<file path="src/rtl/alu_result_serializer_pkg.sv">
// alu_pkg: shared state encoding and line constants for the ALU result serializer.
package alu_pkg;
  typedef enum logic [2:0] {IDLE, START, DATA, PARITY, STOP} ser_state_t;
  localparam logic SER_IDLE_LEVEL = 1'b1;
endpackage

</file>
<file path="src/rtl/alu_result_serializer_if.sv">
// alu_result_serializer_if: load handshake and serial output bundle.
interface alu_result_serializer_if #(parameter int WIDTH = 8);
  logic [WIDTH-1:0] DATA;
  logic             LOAD;
  logic             READY;
  logic             BUSY;
  logic             SDO;
  logic             DONE;
  modport master (output DATA, LOAD, input READY, BUSY, SDO, DONE);
  modport slave  (input DATA, LOAD, output READY, BUSY, SDO, DONE);
endinterface

</file>
<file path="src/rtl/alu_result_serializer_timer.sv">
// ser_bit_timer: per-bit down-counter; tick marks the last cycle of each serial bit.
module ser_bit_timer #(
  parameter int CLKS_PER_BIT = 4
) (
  input  logic CLK,
  input  logic RST,
  input  logic restart_i,
  output logic tick_o
);
  localparam int CW = $clog2(CLKS_PER_BIT) + 1;
  logic [CW-1:0] cnt_q, cnt_d;
  assign tick_o = cnt_q == '0;
  always_comb cnt_d = (restart_i || tick_o) ? CW'(CLKS_PER_BIT - 1) : cnt_q - CW'(1);
  always_ff @(posedge CLK or negedge RST)
    if (!RST) cnt_q <= '0;
    else cnt_q <= cnt_d;
endmodule

</file>
<file path="src/rtl/alu_result_serializer.sv">
// alu_result_serializer: framed LSB-first serial transmitter for the ALU result word.
// Define ALU_SER_PARITY_EN to insert an even-parity bit before the stop bit.
module alu_result_serializer
  import alu_pkg::*;
#(
  parameter int WIDTH        = 8,
  parameter int CLKS_PER_BIT = 4
) (
  input logic CLK,
  input logic RST,
  alu_result_serializer_if.slave bus
);
  localparam int BW = $clog2(WIDTH);
  ser_state_t       state_q, state_d;
  logic [WIDTH-1:0] shift_q, shift_d;
  logic [BW-1:0]    bit_q, bit_d;
  logic             sdo_q, sdo_d, done_q, done_d, ready_q, ready_d, tick;
`ifdef ALU_SER_PARITY_EN
  logic             par_q, par_d;
`endif
  ser_bit_timer #(.CLKS_PER_BIT(CLKS_PER_BIT)) u_timer (
    .CLK      (CLK),
    .RST      (RST),
    .restart_i(state_q == IDLE),
    .tick_o   (tick)
  );
  always_comb begin
    state_d = state_q;
    shift_d = shift_q;
    bit_d   = bit_q;
    done_d  = 1'b0;
    case (state_q)
      IDLE: if (bus.LOAD) begin
        state_d = START;
        shift_d = bus.DATA;
      end
      START: if (tick) state_d = DATA;
      DATA: if (tick) begin
        shift_d = shift_q >> 1;
        bit_d   = bit_q + BW'(1);
        if (bit_q == BW'(WIDTH - 1)) begin
          bit_d = '0;
`ifdef ALU_SER_PARITY_EN
          state_d = PARITY;
`else
          state_d = STOP;
`endif
        end
      end
`ifdef ALU_SER_PARITY_EN
      PARITY: if (tick) state_d = STOP;
`endif
      STOP: if (tick) begin
        state_d = IDLE;
        done_d  = 1'b1;
      end
      default: state_d = IDLE;
    endcase
    // Outputs are derived from the next state so they can be registered without lag.
    ready_d = state_d == IDLE;
    sdo_d   = (state_d == START) ? 1'b0 :
              (state_d == DATA)  ? shift_d[0] :
`ifdef ALU_SER_PARITY_EN
              (state_d == PARITY) ? par_q :
`endif
              SER_IDLE_LEVEL;
  end
`ifdef ALU_SER_PARITY_EN
  always_comb par_d = (state_q == IDLE && bus.LOAD) ? ^bus.DATA : par_q;
  always_ff @(posedge CLK or negedge RST)
    if (!RST) par_q <= 1'b0;
    else par_q <= par_d;
`endif
  always_ff @(posedge CLK or negedge RST)
    if (!RST) begin
      state_q <= IDLE;
      shift_q <= '0;
      bit_q   <= '0;
      sdo_q   <= SER_IDLE_LEVEL;
      done_q  <= 1'b0;
      ready_q <= 1'b1;
    end else begin
      state_q <= state_d;
      shift_q <= shift_d;
      bit_q   <= bit_d;
      sdo_q   <= sdo_d;
      done_q  <= done_d;
      ready_q <= ready_d;
    end
  assign bus.SDO   = sdo_q;
  assign bus.DONE  = done_q;
  assign bus.READY = ready_q;
  assign bus.BUSY  = ~ready_q;
endmodule

</file>
<file path="src/flat_wrapper.sv">
// flat-port wrapper written by rule: the top's interface ports become plain ports
module alu_result_serializer_flat import alu_pkg::*;
#(
  parameter int WIDTH        = 8,
  parameter int CLKS_PER_BIT = 4
)
  (CLK, RST, bus_DATA, bus_LOAD, bus_READY, bus_BUSY, bus_SDO, bus_DONE);
  alu_result_serializer_if #(.WIDTH(WIDTH)) bus_i ();
  input logic CLK;
  input logic RST;
  input wire logic [$bits(bus_i.DATA)-1:0] bus_DATA;
  input wire logic [$bits(bus_i.LOAD)-1:0] bus_LOAD;
  output wire logic [$bits(bus_i.READY)-1:0] bus_READY;
  output wire logic [$bits(bus_i.BUSY)-1:0] bus_BUSY;
  output wire logic [$bits(bus_i.SDO)-1:0] bus_SDO;
  output wire logic [$bits(bus_i.DONE)-1:0] bus_DONE;
  assign bus_i.DATA = bus_DATA;
  assign bus_i.LOAD = bus_LOAD;
  assign bus_READY = bus_i.READY;
  assign bus_BUSY = bus_i.BUSY;
  assign bus_SDO = bus_i.SDO;
  assign bus_DONE = bus_i.DONE;
  alu_result_serializer #(.WIDTH(WIDTH), .CLKS_PER_BIT(CLKS_PER_BIT)) u_core (.CLK(CLK), .RST(RST), .bus(bus_i));
endmodule
</file>
<file path="config.mk">
export PLATFORM = sky130hd
export DESIGN_NAME = alu_result_serializer_flat
export DESIGN_NICKNAME = d
export VERILOG_FILES = /design/src/rtl/alu_result_serializer_pkg.sv /design/src/rtl/alu_result_serializer_if.sv /design/src/rtl/alu_result_serializer_timer.sv /design/src/rtl/alu_result_serializer.sv /design/src/flat_wrapper.sv
export SDC_FILE = /design/constraint.sdc
export NUM_CORES = 1
export LEC_CHECK = 0
export ABC_AREA = 1
export CORE_ASPECT_RATIO = 1.75
export CORE_MARGIN = 4
export CORE_UTILIZATION = 25
export CTS_CLUSTER_SIZE = 40
export DETAILED_ROUTE_END_ITERATION = 6
export PLACE_DENSITY_LB_ADDON = 0.15
export SLEW_MARGIN = 20
export SYNTH_ARGS = -nofsm -noshare
export SYNTH_HDL_FRONTEND = slang
export SYNTH_SLANG_ARGS = --single-unit
export TNS_END_PERCENT = 30
</file>
<file path="constraint.sdc">
create_clock -name CLK -period 1.6 [get_ports CLK]
set_input_delay 0.32 -clock CLK [delete_from_list [all_inputs] [get_ports CLK]]
set_output_delay 0.32 -clock CLK [all_outputs]
set_load 0.02 [all_outputs]
</file>
Word level (Yosys, flattened, before mapping). Index checks and enable logic that the tools add are counted.

Add/subtract/negate cells: 2. Eq/ne operators: 8. Multiplexer cells: 15. Bitwise gates (word level): 1. Reduce and logical (&&, ||, !) cells: 7.

Operators by type and width (number): $mux W3 (7); $mux W8 (2); $pmux W8 S2 (1); $pmux W3 S4 (1); $logic_not A3 Y1 (3); $eq A3 B1 Y1 const B (2); $eq A3 B2 Y1 const B (2); $eq A3 B3 Y1 const B (2); $mux W1 (4); $ne A2 B2 Y1 const B (2); $add A3 B1 Y3 const B (1); $reduce_and A3 Y1 (1); $sub A3 B1 Y3 const B (1); $reduce_and A2 Y1 (1); $reduce_bool A2 Y1 (1); $logic_or A1 B1 Y1 (1); $not A1 Y1 (1).

Bits in registers: 20. Logic and storage cells: 41.

Longest topological paths before layout. Gate-level depths: netlist (run 1).

Word-level depth: 7. Depth in mapped cells: 8. Depth with buffers taken out: 8.

Modules after synthesis. A second synthesis (run 1) with hierarchy kept.

Cells, all modules: 129. Area total of the unflattened synthesis: 1062.3 sq um.

By module, submodules not included: alu_result_serializer (times used 1, cells each 109, area an instance 898.4 sq um); ser_bit_timer (times used 1, cells each 20, area an instance 163.9 sq um).

Worst setup path after synthesis (run 1). Ideal clock, no wire load.

Kind: reg-to-reg. Start point: register u_core.u_timer.cnt_q[0]. End point: register u_core.bit_q[0]. Library setup time: 0.119 ns. Data arrival time: 1.144 ns. Slack: 0.338 ns. Cell stages (with the launch flop): 8. Path buffers: 1. Period minus slack after synthesis: 1.262 ns. Cells stage by stage: dfrtp_1 inv_1 ha_1 nand2_4 nor2_8 buf_8 o21ai_1 o21a_1.

Longest elaborated chain between the ends: 2.

Ends and longest elaborated chain: start: declaration (RTL line alu_result_serializer_timer.sv:11) `logic [CW-1:0] cnt_q, cnt_d;`; start signal: assignment (RTL line alu_result_serializer_timer.sv:16) `else cnt_q <= cnt_d;`; $logic_not A3 Y1 (RTL line alu_result_serializer_timer.sv:12) `assign tick_o = cnt_q == '0;`; $reduce_and A2 Y1 (no source line); end signal: assignment (RTL line alu_result_serializer.sv:85) `bit_q <= bit_d;`; end: declaration (RTL line alu_result_serializer.sv:16) `logic [BW-1:0] bit_q, bit_d;`.

No other way between the ends. A chain may end at the register's enable or synchronous reset.

Final worst setup path (run 1).
Start point: register u_core.done_q (netlist: u_core.bus.DONE). End point: output port bus_DONE.

RTL lines: start: declaration (RTL line alu_result_serializer.sv:17) `logic sdo_q, sdo_d, done_q, done_d, ready_q, ready_d, tick;`; start signal: assignment (RTL line alu_result_serializer.sv:87) `done_q <= done_d;`; end: declaration (RTL line flat_wrapper.sv:16) `output wire logic [$bits(bus_i.DONE)-1:0] bus_DONE;`.

No word-level cell between the ends.

==> results.cfg, run 1 <==
[layout]
diodes = 0
drive_gt1_frac = 0.172
area_delta_synth_final_pct = 23.6
finalNetCount = 138

[run]
maxCapViolCount = 0

[detailed_routing]
drt_iter0_drc = 29
dr.pass1.iters = 4
route.met2.wl_um = 965
via_per_inst = 4.22
top_layer_used = met4
route.vias.total = 717
drc = 0
wl_met3_um = 103
wire_per_inst_um = 11.1
m1WireLength_um = 789
wirelength_um = 1880
drtAntennaViolNets = 0

[die]
start_util = 0.256
io_pins = 15
die_h_um = 91.2
die_width_um = 55.6
dieArea_sq_mm = 0.00507
rows = 30
coreArea_sq_mm = 0.00387

[worst_setup_path]
required_ps = 1280
crit_slowest_cell = clkdlybuf4s50_1
end_kind = output port
startpoint_type = flip-flop
crit_type = reg2out
arrival_ps = 1160
worstRegToRegCells = 8
r2r_setup_slack_ps = 220
r2r-end = u_core.bus.READY$_DFF_PN1_
crit_path_cell_trace = clkdlybuf4s50_1
crit_fanout = 1
crit_family = buffers and inverters
r2r-start = u_core.u_timer.cnt_q[0]$_DFF_PN0_
cp_slowest_stage_delay_ps = 590
critical_path_buf_inv_count = 1

[global_route]
grt_use_total = 0.0802
grt_pass1_vias = 732
grt_pass1_wl_um = 3280
antenna_found_initial = 0
overflow = 0
grt_max_degree = 21

[clocking]
postCtsSetupBuffers = 0
clock_latency_ps = 250
cts_sinks = 20
clkTransAtPathRegs_ps = 80
cts_buffers = 3
hold_buffers = 0
root_buffer = clkbuf_8
cts_tree = built
clockBufferDepth = 2
postCtsResizedCells = 3
htreeDepth = 1

[yosys]
ys_types = 24
muxShareOfSynthArea = 0
synth_xor_area_frac = 0.00885
synth-adder-area-share = 0.0506
yosysWarnings = 0
synth_top_family_by_area = simple AND/OR/NAND/NOR gates
syn_inst = 104
synth_compound_area_frac = 0.0948
synth_area_sq_um = 990
ys_ff_latch = 20
synth_nets = 119
synth-seq-area-share = 0.508
synth-simple-area-share = 0.262
avgSynthCellArea_sq_um = 9.52

[power_and_ir_drop]
p_clk_frac = 0.182
p_int_mw = 1.15
power.switching_mw = 0.712
p_sw_frac = 0.382
seqPwrFrac = 0.438
combPwrFrac = 0.380
peakVddDrop_v = 0.000597
p_per_area_mw_per_mm2 = 1520
leakagePower_nw = 0.641

[placement]
gp_congestion = 0.771
post-dp-hpwl_um = 1440
post-place-ws_ps = 121
io_buffers = 14

[run_status]
status = finished, final reports clean

[hold_path]
hp-class = in2async

[timing]
setup_tns_ps = 0
setup_violations = 0
finClkSkew_ps = 4.52
period_share = 0.928
hold_viol = 0
slew_violations = 0
fin_crit_ps = 1480
rsz0062_at_grt = no
worst_pin_slew_ps = 277
fmax_ghz = 0.674
max-slew-margin-rel = 0.815
finalWorstSetupSlack_ps = 115
## state kept, by name, summed over array words and instances, names as in the netlist
signal                flops
u_core.bus.DONE           1
u_core.bus.READY          1
u_core.bus.SDO            1
u_core.u_timer.cnt_q      3
u_core.bit_q              3
u_core.state_q            3
u_core.shift_q            8
## power groups by stage
stage          logic (mW)  registers [mW]  clock network (mW)
6_report            0.708           0.816               0.338
4_1_cts             0.729           0.817               0.353
3_5_place_dp        0.753           0.826                   0
3_3_place_gp        0.743           0.828                   0
2_1_floorplan       0.513           0.838                   0
5_1_grt             0.815           0.839               0.370
## cells by family (layout without fill, tap and decap cells)
group | Yosys count | count (layout)
simple gates | 49 | 49
flops | 20 | 20
buf+inv | 17 | 35
compound gates | 13 | 13
fa+ha+maj | 4 | 4
xor+xnor | 1 | 1
## through the flow
| stage | cell area (sq um) | utilization | hold WS, ps | cells | total power [mW] |
|---|---|---|---|---|---|
| 5_1_grt | 1220 | 0.317 | 438 | 170 | 2.02 |
| 6_report | 1220 | 0.317 | 410 | 170 | 1.86 |
| 2_1_floorplan | 990 | - | 24.4 | 104 | 1.35 |
| 3_3_place_gp | 1180 | 0.306 | 450 | 166 | 1.57 |
| 4_1_cts | 1220 | 0.317 | 419 | 170 | 1.90 |
| 3_5_place_dp | 1180 | 0.306 | 462 | 166 | 1.58 |
## Yosys cell counts, drive strengths merged
library cell / n / area, sq um
nand2: 29 / 126
inv: 16 / 60.1
xnor2: 1 / 8.76
o21a: 1 / 7.51
a21oi: 1 / 5.00
o21ai: 4 / 23.8
ha: 4 / 50.1
nor3: 1 / 5.00
o22ai: 1 / 12.5
a22oi: 6 / 45.0
nor2: 11 / 82.6
nand3: 8 / 45.0
dfrtp: 18 / 450
buf: 1 / 15.0
dfstp: 2 / 52.6
## layout make-up
type | count | area, sq um
Sequential cell | 20 | 503
Inverter | 16 | 60.1
Tap cell | 48 | 60.1
Timing Repair Buffer | 15 | 144
Clock buffer | 4 | 45.0
Fill cell | 413 | 2640
Multi-Input combinational cell | 67 | 412
## per-layer routing
| metal | track usage | up-vias |
|---|---|---|
| li1 | - | 364 |
| met5 | 0 | - |
| met3 | 0.0185 | 2 |
| met1 | 0.0921 | 332 |
| met2 | 0.141 | 19 |
| met4 | 0.0304 | 0 |
## worst max path at each step
stage                                      start                       endpoint  depth (start not counted)
2_1_floorplan  u_core.u_timer.cnt_q[0]$_DFF_PN0_    u_core.bit_q[0]$_DFFE_PN0P_                          7
3_3_place_gp                            bus_LOAD  u_core.shift_q[3]$_DFFE_PN0P_                          6
3_5_place_dp                            bus_LOAD  u_core.shift_q[6]$_DFFE_PN0P_                          6
4_1_cts                u_core.bus.DONE$_DFF_PN0_                       bus_DONE                          1
5_1_grt        u_core.u_timer.cnt_q[0]$_DFF_PN0_     u_core.bus.READY$_DFF_PN1_                          8
6_report               u_core.bus.DONE$_DFF_PN0_                       bus_DONE                          1
## cell usage in the layout, fill, tap and decap left out
| cell type | instances |
|---|---|
| nor2_8 | 1 |
| nor2_2 | 1 |
| nor3_1 | 1 |
| inv_1 | 12 |
| inv_2 | 4 |
| nand2_4 | 2 |
| nand3_1 | 7 |
| clkbuf_1 | 1 |
| o21ai_0 | 2 |
| xnor2_1 | 1 |
| o22ai_2 | 1 |
| clkdlybuf4s50_1 | 11 |
| clkbuf_8 | 3 |
| nand2_2 | 1 |
| o21a_1 | 1 |
| a22oi_1 | 6 |
| nand2_1 | 26 |
| a21oi_1 | 1 |
| dfstp_2 | 2 |
| dfrtp_1 | 18 |
| o21ai_1 | 1 |
| dlygate4sd2_1 | 3 |
| nor2_1 | 6 |
| nand3_2 | 1 |
| o21ai_2 | 1 |
| buf_4 | 1 |
| ha_1 | 4 |
| nor2_4 | 3 |
Power figures use the tool's default switching activity.
==> run 2: changes to the inputs <==
- ABC_AREA: 1 -> default
- DONT_BUFFER_PORTS: default -> 1
==> run 2 against run 1 <==
Clock skew is 2.3 ps lower. Worst setup slack worse by 19 ps. Flip-flop and latch count stayed put. Sequential power is 2% higher. Critical path type is now reg2reg. Clock-buffer cell count stayed put. Core utilization is 0.96 points lower. Register-to-register slack worse by 120 ps. Global-route usage is 0.64 points higher.
==> results.cfg, run 2 <==
[hold_path]
hp-class = in2reg

[detailed_routing]
drc = 0
wire_per_inst_um = 13.1
dr.pass1.iters = 4
wirelength_um = 1780
drtAntennaViolNets = 0
route.vias.total = 621
via_per_inst = 4.57
drt_iter0_drc = 6

[power_and_ir_drop]
p_int_mw = 1.20
combPwrFrac = 0.321
p_clk_frac = 0.212
p_total_mw = 1.79
power.switching_mw = 0.592
peakVddDrop_v = 0.000775
leakagePower_nw = 0.538
p_sw_frac = 0.331
seqPwrFrac = 0.466
p_per_area_mw_per_mm2 = 1610

[yosys]
synth-edff-count = 0
yosysTopAreaCell = dfrtp_1
ys_top_cells_by_count = dfrtp_1, a21o_1, a22o_1, nor2_1, inv_1
syn_inst = 81
yosysWarnings = 0
synth-seq-area-share = 0.537
synth_area_leaders = dfrtp_1, dfstp_2, a22o_1
synth_nets = 96
avgSynthCellArea_sq_um = 11.6
ys_types = 30
yosysMostFrequentCell = dfrtp_1
synthArstFlopShare = 1.00
ys_ff_latch = 20
ys.flop_type = dfrtp_1
synth_area_sq_um = 936
yosysTopAreaCellShare = 0.481

[worst_setup_path]
required_ps = 1740
end_kind = flip-flop
arrival_ps = 1640
crit_type = reg2reg
startpoint_type = flip-flop
crit_fanout = 14

[timing]
setup_tns_ps = 0
fmax_ghz = 0.665
worst_pin_slew_ps = 897
setup_violations = 0
finClkSkew_ps = 2.19
hold_viol = 0
period_share = 0.940
max-slew-margin-rel = 0.400
fin_crit_ps = 1500
rsz0062_at_grt = no
slew_violations = 0

[clocking]
clkTransAtPathRegs_ps = 70
clock_latency_ps = 250
clockBufferDepth = 2
htreeDepth = 1
cts_buffers = 3
cts_sinks = 20
postCtsSetupBuffers = 0
cts_tree = built
root_buffer = clkbuf_8

[global_route]
antenna_found_initial = 0
overflow = 0
grt_pass1_wl_um = 3040
grt_max_degree = 21
grt_use_total = 0.0867
grt_pass1_vias = 679

[placement]
post-dp-hpwl_um = 1360
io_buffers = 0
gp_congestion = 0.685

[run]
maxCapViolCount = 0

[layout]
regArea_sq_um = 503
multi_input_area_sq_um = 404
final_common_cell = dfrtp_1
largest_reg_flops = 8
diodes = 0
area_delta_synth_final_pct = 19.0
layout_common_cells = dfrtp_1, nor2_1, a22o_1, a21o_1, buf_4
drive_gt1_frac = 0.222
fillerInstances = 392
utilization = 0.307
regMostFlops = u_core.shift_q
finalNetCount = 106

[die]
die_width_um = 54.3
rows = 29
die_h_um = 88.9
coreArea_sq_mm = 0.00363
start_util = 0.258
dieArea_sq_mm = 0.00482
io_pins = 15

[run_status]
status = finished, final reports clean
## run 2: cell count changes after synthesis, moves of 3 or more
| cell | before | now |
|---|---|---|
| nor2_4 | 3 | 0 |
| nand3_1 | 7 | 2 |
| a22oi_1 | 6 | 1 |
| a21o_1 | 0 | 6 |
| inv_1 | 12 | 5 |
| a22o_1 | 0 | 6 |
| nand2_1 | 26 | 4 |
| inv_2 | 4 | 0 |
## run 2: path summary, 6_finish.rpt
kind / end / from / cells after the start / slack [ps]
setup / recovery: u_core.bit_q[2]$_DFFE_PN0P_ / u_core.u_timer.cnt_q[0]$_DFF_PN0_ / 6 / 100
min in group asynchronous: u_core.u_timer.cnt_q[2]$_DFF_PN0_ / RST / 1 / 640
hold / removal: u_core.shift_q[7]$_DFFE_PN0P_ / bus_DATA[7] / 2 / 180
hold reg to reg: u_core.u_timer.cnt_q[0]$_DFF_PN0_ / u_core.u_timer.cnt_q[0]$_DFF_PN0_ / 1 / 480
setup reg to reg: u_core.bit_q[2]$_DFFE_PN0P_ / u_core.u_timer.cnt_q[0]$_DFF_PN0_ / 6 / 100
max in group asynchronous: u_core.shift_q[2]$_DFFE_PN0P_ / RST / 1 / 420
## run 2: metal layers
metal	up-vias	wire length, um	track usage	share of wire
li1	300	-	-	-
met1	304	706	0.101	0.40
met2	15	963	0.142	0.54
met3	2	87	0.0200	0.049
met4	0	22	0.0476	0.012
met5	-	0	0	0
## run 2: stage by stage
step | cells | instance area [sq um] | hold WS, ps | worst slack, ps
global route | 136 | 1110 | 201 | 34.0
global placement | 131 | 1030 | 25.1 | 13.0
detailed placement | 131 | 1030 | 25.1 | 4.41
finish | 136 | 1110 | 184 | 96.1
CTS | 136 | 1100 | 172 | 20.7
floorplan | 81 | 936 | 24.4 | 42.9
## run 2: worst max-delay path: stages, from the launching register on
cell and delay [ps]:
dfrtp_1 400, inv_2 90, ha_4 160, nand2b_4 70, nor3_4 200, buf_12 160, mux2_1 320
## run 2: power by group through the flow
stage | Clock (mW) | Sequential, mW | Combinational, mW
after floorplan | 0 | 0.812 | 0.433
after global placement | 0 | 0.839 | 0.540
after detailed placement | 0 | 0.841 | 0.544
after CTS | 0.404 | 0.831 | 0.562
after global routing | 0.422 | 0.850 | 0.664
final | 0.379 | 0.834 | 0.575
## run 2: layout make-up
cell class,instances,share of cell area
sequential,20,0.452
multi-input combinational,53,0.363
timing repair buffer,8,0.0674
tap,46,0.0517
clock buffer,4,0.0494
inverter,5,0.0169
## run 2: cell families (layout without fill, tap and decap cells)
| group | count (synthesis) | in the layout | share of synthesized area |
|---|---|---|---|
| compound gates | 21 | 21 | 0.163 |
| fa+ha+maj | 4 | 4 | 0.0535 |
| buf+inv | 8 | 17 | 0.0481 |
| flops | 20 | 20 | 0.537 |
| mux | 3 | 3 | 0.0348 |
| simple gates | 25 | 25 | 0.163 |
## run 2: what timing repair did
item,CTS,global route
hold buffers,1,0
gates resized for setup,1,4
pin swaps,0,1
setup endpoints to repair,1,10
endpoints found under the hold margin,20,0
==> run 3: changes to the inputs <==
- CORE_ASPECT_RATIO: 1.75 -> default
- SLEW_MARGIN: 20 -> default
==> run 3 against run 2 <==
Power rose by 5.9%. Clock-buffer cell count fell by 1. Worst setup slack got worse by 31 ps. Fmax fell by 2.0%. Global-route usage barely moved. Non-clock buffer count did not move.
==> results.cfg, run 3 (synthesized netlist as in run 2, its figures left out) <==
[timing]
hold_viol = 0
slew_violations = 0
fin_crit_ps = 1530
max-slew-margin-rel = 0.378
rsz0062_at_grt = yes
setup_violations = 0
worst_pin_slew_ps = 930
period_share = 0.959
fmax_ghz = 0.652
finClkSkew_ps = 3.57

[layout]
layout_common_cells = dfrtp_1, nor2_1, a22o_1, a21o_1, buf_4
largest_reg_flops = 8
regMostFlops = u_core.shift_q
final_common_cell = dfrtp_1
drive_gt1_frac = 0.200
finalNetCount = 106
design_area_sq_mm = 0.00112
area_delta_synth_final_pct = 19.4
utilization = 0.322
fillerInstances = 376
diodes = 0

[power_and_ir_drop]
leakagePower_nw = 0.545
peakVddDrop_v = 0.000445
p_per_area_mw_per_mm2 = 1690

[worst_setup_path]
crit_path_cell_trace = inv_1, ha_2, nand2b_4, nor3_4, buf_4, mux2_1
crit_family = flip-flops
startpoint_type = flip-flop
critical_path_buf_inv_count = 2
required_ps = 1750
crit_fanout = 6
arrival_ps = 1680
cp_slowest_stage_delay_ps = 380
end_kind = flip-flop
crit_type = reg2reg
crit_slowest_cell = dfrtp_1

[clocking]
clkTransAtPathRegs_ps = 80
htreeDepth = 1
cts_buffers = 3
root_buffer = clkbuf_8
clock_latency_ps = 260
cts_tree = built
cts_sinks = 20
clockBufferDepth = 2
postCtsSetupBuffers = 0

[global_route]
antenna_found_initial = 0
grt_pass1_vias = 665
grt_max_degree = 21
grt_pass1_wl_um = 3240
overflow = 0
grt_use_total = 0.0870

[run_status]
status = finished, final reports clean

[detailed_routing]
drtAntennaViolNets = 0
drc = 0
drt_iter0_drc = 49
wirelength_um = 1760
route.vias.total = 606
dr.pass1.iters = 4
wire_per_inst_um = 12.9
via_per_inst = 4.46

[placement]
io_buffers = 0
gp_congestion = 0.727
post-dp-hpwl_um = 1310
place_area_sq_mm = 0.00103

[die]
dieArea_sq_mm = 0.00479
coreArea_sq_mm = 0.00347
io_pins = 15
die_h_um = 69.2
rows = 21
start_util = 0.270
die_width_um = 69.2

[run]
maxCapViolCount = 0

[hold_path]
hp-class = in2reg
run 3: metrics by stage:
stage / TNS [ps] / total power, mW / worst slack, ps / cells / hold slack (ps)
floorplan: 0 / 1.25 / 42.9 / 81 / 24.4
global placement: 0 / 1.38 / 73.0 / 131 / 25.1
detailed placement: 0 / 1.39 / 36.3 / 131 / 25.2
CTS: 0 / 1.93 / 32.2 / 136 / 175
global route: -89.2 / 2.05 / -39.9 / 136 / 238
finish: 0 / 1.89 / 65.3 / 136 / 185
run 3: cell type report:
| cell class | instances | area (sq um) | area share |
|---|---|---|---|
| Clock inverter | 1 | 30.0 | 0.0269 |
| Clock buffer | 3 | 41.3 | 0.0370 |
| Sequential cell | 20 | 503 | 0.450 |
| Multi-Input combinational cell | 53 | 392 | 0.351 |
| Tap cell | 46 | 57.6 | 0.0515 |
| Inverter | 5 | 18.8 | 0.0168 |
| Timing Repair Buffer | 8 | 75.1 | 0.0672 |
run 3: repair_timing:
item | in CTS | in global routing
hold endpoints to repair | 20 | 0
hold buffers | 1 | 0
setup endpoints to repair | 0 | 11
gates resized for setup | 0 | 2
run 3: power breakdown:
part	leakage (nW)	switching (mW)	internal, mW	total, mW
logic	0.260	0.289	0.269	0.558
registers	0.249	0.124	0.703	0.828
clock network	0.0357	0.173	0.334	0.507
run 3: worst reg2reg max path, cell delays in order, from the launching register on:
cell and delay [ps]:
dfrtp_1 380, inv_1 80, ha_2 210, nand2b_4 80, nor3_4 190, buf_4 170
mux2_1 320
run 3: final timing paths:
check | startpoint | endpoint | slack (ps) | depth (start not counted)
min in group asynchronous | RST | u_core.shift_q[0]$_DFF_PN0_ | 640 | 1
hold reg to reg | u_core.u_timer.cnt_q[0]$_DFF_PN0_ | u_core.u_timer.cnt_q[0]$_DFF_PN0_ | 430 | 1
setup / recovery | u_core.u_timer.cnt_q[0]$_DFF_PN0_ | u_core.bit_q[0]$_DFFE_PN0P_ | 70 | 6
max in group asynchronous | RST | u_core.bus.DONE$_DFF_PN0_ | 390 | 1
hold / removal | bus_DATA[7] | u_core.shift_q[7]$_DFFE_PN0P_ | 180 | 2
setup reg to reg | u_core.u_timer.cnt_q[0]$_DFF_PN0_ | u_core.bit_q[0]$_DFFE_PN0P_ | 70 | 6
run 3: per-layer routing:
metal  up-vias  share of wire  track usage  wire length (um)
met2         9           0.45        0.123               783
met4         0          0.021       0.0586                36
met1       293           0.49        0.113               859
met3         2          0.044       0.0261                78
met5         -              0            0                 0
li1        302              -            -                 -
